File: config.mk
export PLATFORM = sky130hd
export DESIGN_NAME = seq_det_prog
export DESIGN_NICKNAME = d
export VERILOG_FILES = /design/src/rtl/seq_det_prog.sv
export SDC_FILE = /design/constraint.sdc
export NUM_CORES = 1
export LEC_CHECK = 0
export BUFFER_PORTS_ARGS = -buffer_cell sky130_fd_sc_hd__clkbuf_2
export CELL_PAD_IN_SITES_DETAIL_PLACEMENT = 1
export CELL_PAD_IN_SITES_GLOBAL_PLACEMENT = 2
export CORE_MARGIN = 3
export CORE_UTILIZATION = 33
export DETAILED_ROUTE_END_ITERATION = 16
export GPL_TIMING_DRIVEN = 0
export PLACE_DENSITY_LB_ADDON = 0.12
export SLEW_MARGIN = 20
export SYNTH_ARGS = -nofsm -noshare
export SYNTH_HDL_FRONTEND = slang
export SYNTH_SLANG_ARGS = --single-unit
File: constraint.sdc
create_clock -name clk -period 2.7 [get_ports clk]
set_clock_uncertainty 0.1 [all_clocks]
set_input_delay 0.135 -clock clk [delete_from_list [all_inputs] [get_ports clk]]
set_output_delay 0.135 -clock clk [all_outputs]
set_load 0.05 [all_outputs]
File: src/rtl/seq_det_prog.sv
// rtl/seq_det_prog.sv - programmable serial sequence detector with masked pattern and saturating match count
module seq_det_prog #(
    parameter int MAX_LEN = 16,
    parameter int CNT_W   = 8,
    localparam int LEN_W  = $clog2(MAX_LEN + 1)
) (
    input  logic               clk,
    input  logic               reset,
    input  logic               x_i,
    input  logic               valid_i,
    input  logic               cfg_load_i,
    input  logic [MAX_LEN-1:0] cfg_pattern_i,
    input  logic [MAX_LEN-1:0] cfg_mask_i,
    input  logic [LEN_W-1:0]   cfg_len_i,
    input  logic               cfg_overlap_i,
    input  logic               clear_i,
    output logic               det_o,
    output logic [CNT_W-1:0]   cnt_o,
    output logic               armed_o
);

    typedef enum logic [1:0] {S_IDLE, S_FILL, S_HUNT} state_t;

    state_t             r_state;
    logic [MAX_LEN-1:0] r_shift;
    logic [LEN_W-1:0]   r_fill;
    logic [MAX_LEN-1:0] r_pat;
    logic [MAX_LEN-1:0] r_mask;
    logic [LEN_W-1:0]   r_len;
    logic               r_ovl;
    logic               r_det;
    logic [CNT_W-1:0]   r_cnt;
    logic               r_armed;

    logic [MAX_LEN-1:0] w_nxt;
    logic [MAX_LEN-1:0] w_len_mask;
    logic               w_match;
    logic [LEN_W-1:0]   w_fill_inc;
    logic [LEN_W-1:0]   w_len_new;
    logic               w_eval;
    logic               w_hit;

    assign w_nxt      = {r_shift[MAX_LEN-2:0], x_i};
    assign w_fill_inc = r_fill + 1'b1;
    assign w_len_new  = (cfg_len_i > LEN_W'(MAX_LEN)) ? LEN_W'(MAX_LEN) : cfg_len_i;

    // Bits at or beyond the programmed length never take part in the compare
    always_comb begin
        w_len_mask = '0;
        for (int i = 0; i < MAX_LEN; i++) begin
            w_len_mask[i] = (LEN_W'(i) < r_len);
        end
    end

    assign w_match = (((w_nxt ^ r_pat) & r_mask & w_len_mask) == '0);
    // The completing FILL sample is evaluated on the same edge that arms the hunt
    assign w_eval  = valid_i && ((r_state == S_FILL && w_fill_inc == r_len) || r_state == S_HUNT);
    assign w_hit   = w_eval && w_match;

    // Config, shift register, fill count, FSM and registered outputs
    always_ff @(posedge clk or negedge reset) begin
        if (!reset) begin
            r_state <= S_IDLE;
            r_shift <= '0;
            r_fill  <= '0;
            r_pat   <= '0;
            r_mask  <= '0;
            r_len   <= '0;
            r_ovl   <= 1'b0;
            r_det   <= 1'b0;
            r_cnt   <= '0;
            r_armed <= 1'b0;
        end else begin
            r_det <= 1'b0;
            if (clear_i) begin
                r_cnt <= '0;
            end
            if (cfg_load_i) begin
                r_pat   <= cfg_pattern_i;
                r_mask  <= cfg_mask_i;
                r_len   <= w_len_new;
                r_ovl   <= cfg_overlap_i;
                r_shift <= '0;
                r_fill  <= '0;
                r_armed <= 1'b0;
                r_state <= (w_len_new == '0) ? S_IDLE : S_FILL;
            end else if (valid_i) begin
                r_shift <= w_nxt;
                if (w_hit) begin
                    r_det <= 1'b1;
                    if (!clear_i && r_cnt != '1) begin
                        r_cnt <= r_cnt + 1'b1;
                    end
                end
                case (r_state)
                    S_FILL: begin
                        if (w_hit && !r_ovl) begin
                            r_fill <= '0;
                        end else begin
                            r_fill <= w_fill_inc;
                            if (w_fill_inc == r_len) begin
                                r_state <= S_HUNT;
                                r_armed <= 1'b1;
                            end
                        end
                    end
                    S_HUNT: begin
                        if (w_hit && !r_ovl) begin
                            r_fill  <= '0;
                            r_state <= S_FILL;
                            r_armed <= 1'b0;
                        end
                    end
                    default: begin
                    end
                endcase
            end
        end
    end

    assign det_o   = r_det;
    assign cnt_o   = r_cnt;
    assign armed_o = r_armed;

endmodule

== After elaboration in Yosys (flattened, before gate mapping) ==
Cells that the tools add are included.

* Flip-flop bits (word level): 70
* Output and inout port bits: 10
* Input port bits: 44
* Logic and storage cells: 82

* $add $sub $neg: 2
* Reductions and logical operators: 14
* Magnitude comparators: 17
* Eq/ne operators: 7
* Bitwise gates (word level): 3
* Multiplexer cells: 29

{| class="wikitable"
|+ Operators with widths
! kind !! number
|-
| 4-bit by 5-bit less-than comparator with 1-bit output, first input constant || 8
|-
| 8-bit two-way mux || 5
|-
| 16-bit AND || 2
|-
| 15-bit two-way mux || 2
|-
| 5-bit two-way mux || 5
|-
| 3-bit by 5-bit less-than comparator with 1-bit output, first input constant || 4
|-
| 16-bit zero test || 1
|-
| 16-bit XOR || 1
|-
| 1-bit by 5-bit less-than comparator with 1-bit output, first input constant || 2
|-
| 2-bit by 5-bit less-than comparator with 1-bit output, first input constant || 2
|-
| 2-bit two-way mux || 5
|-
| 5-bit one-hot mux with 2 select lines || 1
|-
| 1-bit two-way mux || 9
|-
| 8-bit by 1-bit adder with 8-bit output, second input constant || 1
|-
| 8-bit inequality test, second input constant || 1
|-
| 3-bit by 2-bit inequality test with 1-bit output, second input constant || 2
|-
| 5-bit by 1-bit adder with 5-bit output, second input constant || 1
|-
| 5-bit == test || 1
|-
| 5-bit > comparator, second input constant || 1
|-
| 1-bit logical AND || 5
|-
| 5-bit zero test || 1
|-
| 5-bit AND reduction || 1
|-
| 2-bit one-hot mux with 2 select lines || 1
|-
| 3-bit inequality test, second input constant || 1
|-
| other kinds (8) || 9
|}

== Depth between registers and ports, before layout ==
Gate-level depths: netlist (run 1).

* Depth after elaboration: 11
* Depth in mapped cells: 9
* Gate-level depth less buffers: 8

== Worst setup path after synthesis (run 1) ==
No wires, ideal clock.

* Kind: register to register
* Start: reg r_len[0]
* End: reg r_fill[4]
* Required time: 2474 ps
* Buffers on the path: 1
* Path slack: -76 ps
* Clock period less this slack: 2776 ps
* Setup time: 126 ps
* Stages on the path, launching flop included: 9
* Arrival time: 2550 ps
* Cells stage by stage: dfrtp_1 buf_6 or4_4 a211oi_2 nor3_1 nor4_4 nand2_2 o41a_1 a221o_1

* Longest elaborated chain between the ends: 10
* Elaborated cells on any way between the ends: 30
* Classes of those cells: 16 x order compare; 2 x eq/ne; 4 x mux; 1 x bitwise; 7 x reduce/logical

{| class="wikitable"
|+ RTL lines
! element !! line !! source
|-
| from (decl) || 29 || <nowiki>logic [LEN_W-1:0] r_len;</nowiki>
|-
| from (signal assigned) || 81 || <nowiki>r_len <= w_len_new;</nowiki>
|-
| parallel branches: the longest is 4 deep, another holds 1-bit by 5-bit less-than comparator with 1-bit output || n/a ||
|-
| 1-bit logical AND * || 58 || <nowiki>assign w_hit = w_eval && w_match;</nowiki>
|-
| 1-bit logical AND * || 97, 108 ||
|-
| 5-bit two-way mux || 97 || <nowiki>if (w_hit && !r_ovl) begin</nowiki>
|-
| 5-bit one-hot mux with 2 select lines || 95 || <nowiki>case (r_state)</nowiki>
|-
| 5-bit two-way mux || 87 || <nowiki>end else if (valid_i) begin</nowiki>
|-
| 5-bit two-way mux || 78 || <nowiki>if (cfg_load_i) begin</nowiki>
|-
| to (signal assigned) || 100 || <nowiki>r_fill <= w_fill_inc;</nowiki>
|-
| to (decl) || 26 || <nowiki>logic [LEN_W-1:0] r_fill;</nowiki>
|}

Every way passes the cells marked *. The select of a mux whose other input is x is not followed.
A chain may end at the register's enable or synchronous reset.

== Final worst setup path (run 1) ==
* Start: reg r_len[2]
* End: reg r_cnt[7] (netlist: cnt_o[7])

* Longest elaborated chain between the ends: 8
* Elaborated cells on any way between the ends: 26
* Classes of those cells: 16 x order compare; 1 x eq/ne; 3 x mux; 1 x bitwise; 5 x reduce/logical

{| class="wikitable"
|+ RTL lines
! element !! line !! source
|-
| parallel branches: the longest is 4 deep, another holds 1-bit by 5-bit less-than comparator with 1-bit output || n/a ||
|-
| 1-bit logical AND * || 58 ||
|-
| 8-bit two-way mux * || 89 || <nowiki>if (w_hit) begin</nowiki>
|-
| 8-bit two-way mux * || 87 ||
|-
| 8-bit two-way mux * || 78 ||
|-
| to (signal assigned) || 92 || <nowiki>r_cnt <= r_cnt + 1'b1;</nowiki>
|-
| to (decl) || 32 || <nowiki>logic [CNT_W-1:0] r_cnt;</nowiki>
|}

Every way passes the cells marked *.

==> results of run 1 <==
[worst reg2reg max path, delay by kind of cell, from the launching register on]
family / cells / cell delay, ps
simple gates: 5 / 1560
buf+inv: 1 / 190
flops: 1 / 440
compound gates: 2 / 300
[per-layer routing]
metal,vias to the layer above,GRT usage [%],part of all wire (%)
met1,1363,23.6,48
met4,0,6.58,1.3
met5,-,0,0
met3,11,3.90,3.9
li1,1293,-,-
met2,51,28.2,47
[how the worst max path moves through the flow]
stage                         startpoint               endpoint  slack, ps
floorplan           r_len[0]$_DFFE_PN0P_  r_fill[4]$_DFFE_PN0P_        -20
global placement    r_len[3]$_DFFE_PN0P_  r_fill[3]$_DFFE_PN0P_       -380
detailed placement  r_len[3]$_DFFE_PN0P_  r_fill[4]$_DFFE_PN0P_       -410
CTS                 r_len[0]$_DFFE_PN0P_     cnt_o[7]$_DFF_PN0_       -140
global route        r_len[0]$_DFFE_PN0P_     cnt_o[5]$_DFF_PN0_        -90
finish              r_len[2]$_DFFE_PN0P_     cnt_o[7]$_DFF_PN0_         40
[flip-flops by register name, summed over array words and instances, names as in the netlist, 2 cells and up]
register / cells
cnt_o: 8
r_pat: 16
r_len: 5
r_fill: 5
r_shift: 15
r_state: 2
r_mask: 16
[stage by stage]
stage	setup TNS, ps	power (mW)	cell area (um2)	util (%)
after floorplan	-37.4	1.37	3430	-
after global placement	-2290	1.49	3850	38.9
after detailed placement	-2500	1.50	3880	39.1
after CTS	-729	2.44	4530	45.7
after global routing	-549	2.55	4600	46.4
final	0	2.41	4600	46.4
[layout make-up]
| type | count | area [um2] |
|---|---|---|
| Timing Repair Buffer | 101 | 747 |
| Buffer | 14 | 60.1 |
| Sequential cell | 69 | 1730 |
| Clock buffer | 14 | 163 |
| Multi-Input combinational cell | 204 | 1680 |
| Inverter | 8 | 30.0 |
| Clock inverter | 1 | 30.0 |
| Tap cell | 133 | 166 |
| Fill cell | 1095 | 5310 |
[Yosys cell counts (6+ instances only)]
cell type,number,area [um2]
nand3_1,6,30.0
inv_1,8,30.0
dfrtp_1,69,1730
clkbuf_1,8,30.0
mux2i_1,17,170
xnor2_1,8,70.1
a21oi_1,10,50.1
nand2_1,12,45.0
nor2_1,23,86.3
mux2_2,33,372
o21ai_0,10,50.1
xor2_1,18,158
[kinds of logic after synthesis]
logic type | Yosys count | synth area share [%]
AO/OA/AOI/OAI | 50 | 10.4
XOR/XNOR | 26 | 6.67
adder cells (fa/ha/maj) | 2 | 0.733
buffers and inverters | 24 | 3.00
flip-flops | 69 | 50.6
multiplexers | 50 | 15.9
AND/OR/NAND/NOR | 76 | 12.7
[repair_timing]
| item | 4_1_cts | 5_1_grt |
|---|---|---|
| hold endpoints to repair | 66 | 0 |
| setup buffers | 6 | 2 |
| pin swaps | 11 | 8 |
| endpoints found under the setup margin | 10 | 14 |
| resized for setup | 4 | 16 |
| hold buffers | 40 | 0 |
[power groups by stage]
stage                     clock [mW]  sequential (mW)  combinational (mW)
after global placement             0             1.16               0.329
after floorplan                    0             1.15               0.220
after CTS                      0.896             1.14               0.400
after global routing           0.942             1.15               0.456
after detailed placement           0             1.16               0.339
final                          0.856             1.14               0.412
==> flow_summary.yaml, run 1 <==
place:
  io_buffers: 52
  dp_hpwl_um: 6400
  post-place-ws_ps: -407
  gp_congestion: 0.754
  place_inst: 483
floorplan:
  coreArea_um2: 9910
  die_area_um2: 11600
  floorplan.initialDensity_pct: 34.5
  io_pins: 54
  num_rows: 36
  die_y_um: 108
  die_width_um: 108
critical_path:
  slowest_delay_ps: 500
  timing.rr.start: "r_len[2]$_DFFE_PN0P_"
  setup.worst_path.start_class: "flip-flop"
  cp.arrival_ps: 2840
  cpMaxStageDelayCell: "or4_4"
  r2r.worst_path.cells: 8
  cp_data_required_time_ps: 2880
  cp_max_fo: 4
  crit_buf_inv: 1
  reg2reg_slack_ps: 40
  r2r-end: "cnt_o[7]$_DFF_PN0_"
  cp.depth: 8
  cpLargestDelayFamily: "simple AND/OR/NAND/NOR gates"
  crit_top_cell: "or4_4"
  path_class: "reg2reg"
  critPathCaptureType: "flip-flop"
  cp_cell_sequence: "or4_4, a211oi_2, nor3_2, nor4_4, buf_4, nand3_4, or4_4, a21oi_2"
yosys:
  yosysSeqAreaShare_pct: 50.6
  synthArstFlopShare_pct: 100
  synth_cell_types: 55
  yosysWarnings: 0
  synth.cell_area_um2: 3410
  synthFlopType: "dfrtp_1"
  postSynthAreaPerCell_um2: 11.5
  syn_nets: 343
  synthCells: 297
  ys_seq_elements: 69
  synth-edff-count: 0
pwr:
  switching_power_uw: 636
  power_density_nw_per_um2: 525
  p_comb_share_pct: 17.1
  pwr-share-clk_pct: 35.5
  leakage_nw: 2.10
  seqPwrFrac_pct: 47.4
  p_int_mw: 1.78
  p_sw_share_pct: 26.3
  irDropWorstVdd_uv: 189
cts:
  cts_buffers: 9
  cts_tree: "built"
  cts.sinks: 69
  h-tree-depth: 3
  path_clk_slew_ps: 70
  clock_path_buffers: 2
  clk_latency_ps: 360
  cts_root_buffer: "clkbuf_8"
finish:
  stdcell_count: 544
  layout.nets: 453
  area_delta_synth_final_pct: 34.7
  final_cell_mix: "69 x dfrtp_1, 53 x clkbuf_2, 40 x dlygate4sd3_1"
  diodes: 0
  final_common_cell: "dfrtp_1"
  drive_gt1_share_pct: 31.9
drt:
  route.detailed.drc: 0
  wl_per_cell_um: 17.2
  viasPerCell: 5.00
  drt-initial-drc-count: 85
  final_antenna_net_count: 0
  vias: 2718
  drt-total-wl_um: 9370
  drt_first_pass_iters: 4
timing:
  fmax_ghz: 0.375
  finalWorstSetupSlack_ps: 35.1
  fin_crit_sh_pct: 98.7
  slew_headroom_pct: 48.9
  tightest_slew_ps: 766
  finalHoldViolations: 0
  rsz0062_at_grt: "yes"
  maxSlewViolCount: 0
  timing.hold.ws_ps: 78.3
  min_period_ps: 2660
  setup_viol_count_final: 0
hold_path:
  whs_path_depth: 2
  hold_start: "clear_i"
  hold_path_class: "in2reg"
  hold_end: "cnt_o[4]$_DFF_PN0_"
global_route:
  grt_pass1_vias: 2934
  overflow: 0
  gr-usage-all-layers_pct: 17.7
  antenna_found_initial: 0
  grt_max_degree: 43
  grt_pass1_wl_um: 15500
flow_run:
  drv_cap: 0
status:
  status: "finished, final reports clean"
No activity file was read; power rests on OpenSTA's default activity.
==> inputs of run 2 (changes only) <==
Settings changed: CORE_UTILIZATION 33 to 40, CTS_CLUSTER_DIAMETER from default to 200, RECOVER_POWER from default to 100.
Clock period 2.7 ns to 3.4 ns, I/O delays scaled along.
==> run 2 against run 1 <==
The run now ends with capacitance limit, slew limit left. Sequential share of layout area grew 2.0 points. First-iteration DRC count grew 20%. Clock-buffer cell count shrank 4. Maximum frequency shrank 15%. Power shrank 22%. Global-route usage grew 1.7 points. Routed wire length shrank 6.8%. Critical path depth grew 1. Final area shrank 5.1%. Setup slack gained 210 ps. Die area shrank 17%. Sequential power shrank 20%.
==> flow_summary.yaml, run 2 (synthesized netlist as in run 1, its figures left out) <==
status:
  failed_checks: "capacitance limit, slew limit"
  status: "finished, violations left"
hold_path:
  hold_path_class: "in2reg"
  whs_path_depth: 3
  hold_end: "r_shift[0]$_DFFE_PN0P_"
  hold_start: "x_i"
critical_path:
  timing.rr.start: "r_len[3]$_DFFE_PN0P_"
  critPathCaptureType: "flip-flop"
  reg2reg_slack_ps: 250
  r2r-end: "r_fill[4]$_DFFE_PN0P_"
  cp.arrival_ps: 3290
  r2r.worst_path.cells: 9
  setup.worst_path.start_class: "flip-flop"
  cp_data_required_time_ps: 3540
  cp_max_fo: 10
  path_class: "reg2reg"
drt:
  route.detailed.drc: 0
  drt-initial-drc-count: 102
  drt-total-wl_um: 8740
  vias: 2661
  drt_first_pass_iters: 4
  dr.max_layer_used: "met4"
  wl_met3_um: 308
  final_antenna_net_count: 0
  viasPerCell: 5.26
  wl_met2_um: 4110
  wl_met1_um: 4230
  wl_per_cell_um: 17.3
timing:
  fin_crit_sh_pct: 92.7
  maxSlewViolCount: 37
  min_period_ps: 3150
  tightest_slew_ps: 1910
  fmax_ghz: 0.317
  finalHoldViolations: 0
  setup_viol_count_final: 0
  slew_headroom_pct: -27.4
  tns_ps: 0
  timing.hold.ws_ps: 11.0
  rsz0062_at_grt: "no"
finish:
  seq_area_um2: 1730
  layout.nets: 444
  reg_top3: "r_mask (16), r_pat (16), r_shift (15)"
  drive_gt1_share_pct: 24.9
  diodes: 0
  final_common_cell: "dfrtp_1"
  final_cell_mix: "69 x dfrtp_1, 41 x clkbuf_2, 37 x dlygate4sd3_1"
  fillCellCount: 905
  area_delta_synth_final_pct: 27.7
  fin_area_um2: 4360
  multi_input_area_um2: 1590
  final_core_util_pct: 52.8
place:
  io_buffers: 52
  gp_congestion: 0.757
  dp_hpwl_um: 6120
  post_dp_cell_area_um2: 3830
cts:
  clk_latency_ps: 350
  path_clk_slew_ps: 80
  cts_root_buffer: "clkbuf_8"
  cts_buffers: 9
  cts_tree: "built"
  cts.sinks: 69
  clock_path_buffers: 2
  h-tree-depth: 3
global_route:
  antenna_found_initial: 0
  grt_pass1_vias: 2901
  overflow: 0
  grt_pass1_wl_um: 14900
  gr-usage-all-layers_pct: 19.5
  grt_max_degree: 37
floorplan:
  die_width_um: 98.4
  num_rows: 33
  coreArea_um2: 8260
  die_area_um2: 9680
  floorplan.initialDensity_pct: 41.3
  die_y_um: 98.4
  io_pins: 54
flow_run:
  drv_cap: 1
pwr:
  irDropWorstVdd_uv: 197
  power_density_nw_per_um2: 429
  leakage_nw: 1.99
==> run 2: changes by cell type in the layout (fill, tap and decap cells not counted), sizes merged <==
cell / change
clkinvlp: +2
buf: -12
clkbuf: +2
clkinv: +1
dlygate4sd3: -3
==> run 2: worst max path at each step <==
stage / cells after the start / slack [ps] / end / start
floorplan: 8 / 620 / r_fill[4]$_DFFE_PN0P_ / r_len[0]$_DFFE_PN0P_
global placement: 8 / 240 / cnt_o[7]$_DFF_PN0_ / r_fill[0]$_DFFE_PN0P_
detailed placement: 8 / 190 / cnt_o[7]$_DFF_PN0_ / r_fill[0]$_DFFE_PN0P_
CTS: 8 / 110 / cnt_o[7]$_DFF_PN0_ / r_fill[0]$_DFFE_PN0P_
global route: 9 / 70 / r_fill[3]$_DFFE_PN0P_ / r_len[3]$_DFFE_PN0P_
finish: 9 / 250 / r_fill[4]$_DFFE_PN0P_ / r_len[3]$_DFFE_PN0P_
==> run 2: metal layers <==
metal  track usage (%)  up-vias
li1                  -     1282
met1              27.3     1323
met2              30.7       48
met3              4.00        8
met4              5.36        0
met5                 0        -
==> run 2: final cells by class <==
cell class	count	share of cell area, %
clock inverter	4	1.15
buffer	16	1.66
clock buffer	10	3.16
inverter	8	0.688
sequential	69	39.6
multi-input combinational	204	36.5
timing repair buffer	90	14.2
tap	105	3.01
==> run 2: power by group <==
part           internal, mW  switching, mW  total, mW  leakage (nW)
sequential            0.870         0.0383      0.908         0.878
combinational         0.144          0.148      0.292          1.02
clock                 0.349          0.321      0.670        0.0902
total                  1.36          0.507       1.87          1.99
==> run 2: timing repair <==
action / CTS / global route
setup buffers: 0 / 0
resized for setup: 0 / 1
hold buffers: 37 / 0
endpoints found under the setup margin: 0 / 2
hold endpoints to repair: 71 / 0
==> run 2: worst max-delay path: stages (launching register included) <==
cell and delay [ps]:
dfrtp_1 360, buf_4 170, or2_2 290, clkbuf_1 200
o311ai_0 340, nand4_1 220, nor4_4 420, nand2_2 130
o41a_1 420, a221o_1 370
==> run 2: through the flow <==
| stage | cells | setup WS (ps) | total power, mW |
|---|---|---|---|
| 4_1_cts | 506 | 115 | 1.90 |
| 6_report | 506 | 248 | 1.87 |
| 2_1_floorplan | 297 | 624 | 1.08 |
| 3_3_place_gp | 454 | 237 | 1.18 |
| 5_1_grt | 506 | 72.7 | 1.97 |
| 3_5_place_dp | 455 | 190 | 1.19 |
